$ cat src/rtl/sat_counter.sv
// Up-counter with synchronous clear that sticks at all-ones instead of wrapping.
module sat_counter #(
  parameter int W = 8
) (
  input  logic         clk,
  input  logic         reset,
  input  logic         clr,
  input  logic         inc,
  output logic [W-1:0] count
);

  logic [W-1:0] count_q;
  logic [W-1:0] count_d;

  // Next count: clear wins over increment; increment stops at all-ones.
  always_comb begin
    // NOTE: every always_comb output gets a default first so no path leaves it unassigned (no latch).
    count_d = count_q;
    if (clr) begin
      count_d = '0;
    end else if (inc && (count_q != '1)) begin
      count_d = count_q + W'(1);
    end
  end

  // Count register with synchronous active-high reset.
  always_ff @(posedge clk) begin
    // NOTE: sequential state uses non-blocking assignment so all flops update from pre-edge values.
    if (reset) begin
      count_q <= '0;
    end else begin
      count_q <= count_d;
    end
  end

  assign count = count_q;

endmodule

$ cat config.mk
export PLATFORM = sky130hd
export DESIGN_NAME = sat_counter
export DESIGN_NICKNAME = d
export VERILOG_FILES = /design/src/rtl/sat_counter.sv
export SDC_FILE = /design/constraint.sdc
export NUM_CORES = 1
export LEC_CHECK = 0
export ABC_AREA = 1
export CORE_MARGIN = 3
export CORE_UTILIZATION = 25
export CTS_CLUSTER_SIZE = 30
export DETAILED_ROUTE_END_ITERATION = 6
export GPL_TIMING_DRIVEN = 0
export PLACE_DENSITY_LB_ADDON = 0.3
export SLEW_MARGIN = 20
export SYNTH_ARGS = -nofsm -noshare
export SYNTH_HDL_FRONTEND = slang
export SYNTH_SLANG_ARGS = --single-unit
$ cat constraint.sdc
create_clock -name clk -period 1.1 [get_ports clk]
set_clock_uncertainty 0.05 [all_clocks]
set_input_delay 0.33 -clock clk [delete_from_list [all_inputs] [get_ports clk]]
set_output_delay 0.33 -clock clk [all_outputs]
set_load 0.01 [all_outputs]
==> results.toml <==
[run_status]
status = "finished with violations"
violations = "negative setup slack"

[hold_path]
hp-class = "flip-flop to flip-flop"

[yosys]
syn_nets = 78
ys_seq_elements = 8
yosysTopAreaCell = "dfxtp_1"
synth.most_common_cell = "nand2_1"
synthesis.area_um2 = 460
yosysTopAreaCellShare_pct = 34.8
synthArstFlopShare_pct = 0
synth_common_cells = "nand2_1 (18), nor2_1 (15), nand3_1 (9)"
synthFlopType = "dfxtp_1"
yosysUniqueCellTypes = 14
syn_avg_cell_area_um2 = 6.31
synthTopCellsByArea = "dfxtp_1 (35%), nand2_1 (15%), nor2_1 (12%)"
yosysSeqAreaShare_pct = 34.8
synthCells = 73
yosys_warnings = 0
synth_edf_count = 0

[timing]
hold_viol = 0
rsz0062_at_grt = "yes"
worst_pin_slew_ns = 0.206
min_period_over_period_pct = 104
setup_tns_ns = -0.399
drv_slew = 0
setup_viol = 13
relSlewSlack_pct = 86.2
max_freq_ghz = 0.870
period_minus_slack_ns = 1.15
fin_ws_ns = -0.0492
hold_ws_ns = 0.463

[layout]
fin_area_um2 = 811
largest_reg_flops = 8
finalNetCount = 103
area_growth_syn_to_layout_pct = 76.1
nFillCells = 169
diodes = 0
drive_gt1_share_pct = 49.5

[routing]
ant_nets = 0
routed_via_density = 4.64
wl_per_cell_um = 10.8
vias = 561
finalWirelength_mm = 1.31
drtIter0Drc = 4
firstDrtPassIters = 5
drcViolationCount = 0

[setup_path]
crit_type = "flip-flop to primary output"
cp.required_ns = 0.72
path_max_fanout = 4
cp_slowest_cell = "dfxtp_4"
end_kind = "primary output"
crit_buf_inv = 1
critPathLaunchType = "flip-flop"
path_cells = "buf_2"
crit_family = "flip-flops"
critPathArrivalTime_ns = 0.77
slowest_delay_ns = 0.37

[clock_tree]
h-tree-depth = 1
cts_buffers = 3
clkTransAtPathRegs_ns = 0.06
clock_latency_ns = 0.27
clockBufferDepth = 2
ctsHoldBuffers = 0
tritoncts = "built"
cts_root_buf = "clkbuf_4"
numClockSinks = 8

[floorplanning]
coreArea_um2 = 1610
start_util_pct = 28.6
fp-row-count = 14
fp.dieH_um = 48.9
pin_count = 12
dieWidth_um = 48.9
fp.dieArea_um2 = 2390

[placed_design]
placed_area_um2 = 643
port_buffers = 11
gp_congestion = 0.756
dpl.hpwl_um = 767

[global_routing]
grt_pass1_vias = 486
overflow = 0
grt_max_degree = 9
antenna_found_initial = 0
grt_usage_pct = 12.5
grt_pass1_wl_mm = 2.26

[pwr]
ir_worst_vdd_uv = 368
powerDensity_nw_per_um2 = 804
p_total_mw = 0.652
cellLeakagePower_nw = 0.350

[run]
max-cap-violations = 0
## layer usage
metal  global-route usage [%]  vias up  wire (um)
met5                        0        -          0
met4                     9.95        0         44
met3                     3.36        5         72
met2                     18.8       20        609
met1                     14.9      253        581
li1                         -      283          -
## final cells by class
type	instances	area (um2)	share of cell area [%]
inverters	9	38.8	4.78
repair buffers	19	166	20.5
multi-input cells	56	353	43.5
well taps	24	30.0	3.70
clock buffers	4	26.3	3.24
plain buffers	1	13.8	1.70
flip-flops and latches	8	183	22.5
## report_power, final
| part | internal [mW] | leakage (nW) | switching [mW] |
|---|---|---|---|
| sequential | 0.286 | 0.0702 | 0.00652 |
| combinational | 0.0458 | 0.265 | 0.0456 |
| clock | 0.140 | 0.0150 | 0.127 |
| total | 0.472 | 0.350 | 0.179 |
## cells by family after synthesis
family                     count (synthesis)  synth area share [%]
AOI/OAI and AO/OA                          8                  8.70
adders and majority gates                  1                  2.72
buffers and inverters                     10                  8.15
DFF                                        8                  34.8
and+or+nand+nor                           46                  45.7
## cell usage in the layout, fill, tap and decap left out, types with 2 or more instances in the layout
master,count
inv_2,2
buf_4,7
nand3_4,2
nor2_4,2
nand2_1,16
buf_2,2
nand2_4,3
buf_6,6
clkdlybuf4s50_1,2
dfxtp_2,3
a21oi_1,2
clkbuf_4,4
nand3_1,7
inv_1,6
nand3_2,2
a21oi_2,4
dfxtp_4,5
nor2_1,11
nor2_2,3
## worst register-to-register path: cells and delay by family, from the launching register on
kind / cells / cell delay [ns]
buffers and inverters: 2 / 0.16
DFF: 1 / 0.32
and+or+nand+nor: 5 / 0.56
## path summary, 6_finish.rpt
| check | start | to | slack [ns] | cells past startpoint |
|---|---|---|---|---|
| setup / recovery | count[0]$_SDFFE_PP0P_ | count[0] | -0.05 | 1 |
| hold / removal | count[1]$_SDFFE_PP0P_ | count[1]$_SDFFE_PP0P_ | 0.46 | 2 |
| hold reg to reg | count[1]$_SDFFE_PP0P_ | count[1]$_SDFFE_PP0P_ | 0.46 | 2 |
| setup reg to reg | count[5]$_SDFFE_PP0P_ | count[1]$_SDFFE_PP0P_ | -0.05 | 7 |
## through the flow
stage,util (%),instances,setup WS [ns]
6_report,50.3,121,-0.0492
5_1_grt,50.3,121,-0.111
4_1_cts,49.1,121,-0.0612
3_5_place_dp,39.9,108,-0.560
3_3_place_gp,39.9,108,-0.547
2_1_floorplan,-,73,-0.0380
## what timing repair did
item,4_1_cts,5_1_grt
pin swaps,12,6
endpoints found under the hold margin,0,0
setup buffers,7,0
endpoints found under the setup margin,16,16
gates cloned,2,0
gates resized for setup,60,4
(Power assumes the default switching activity.)
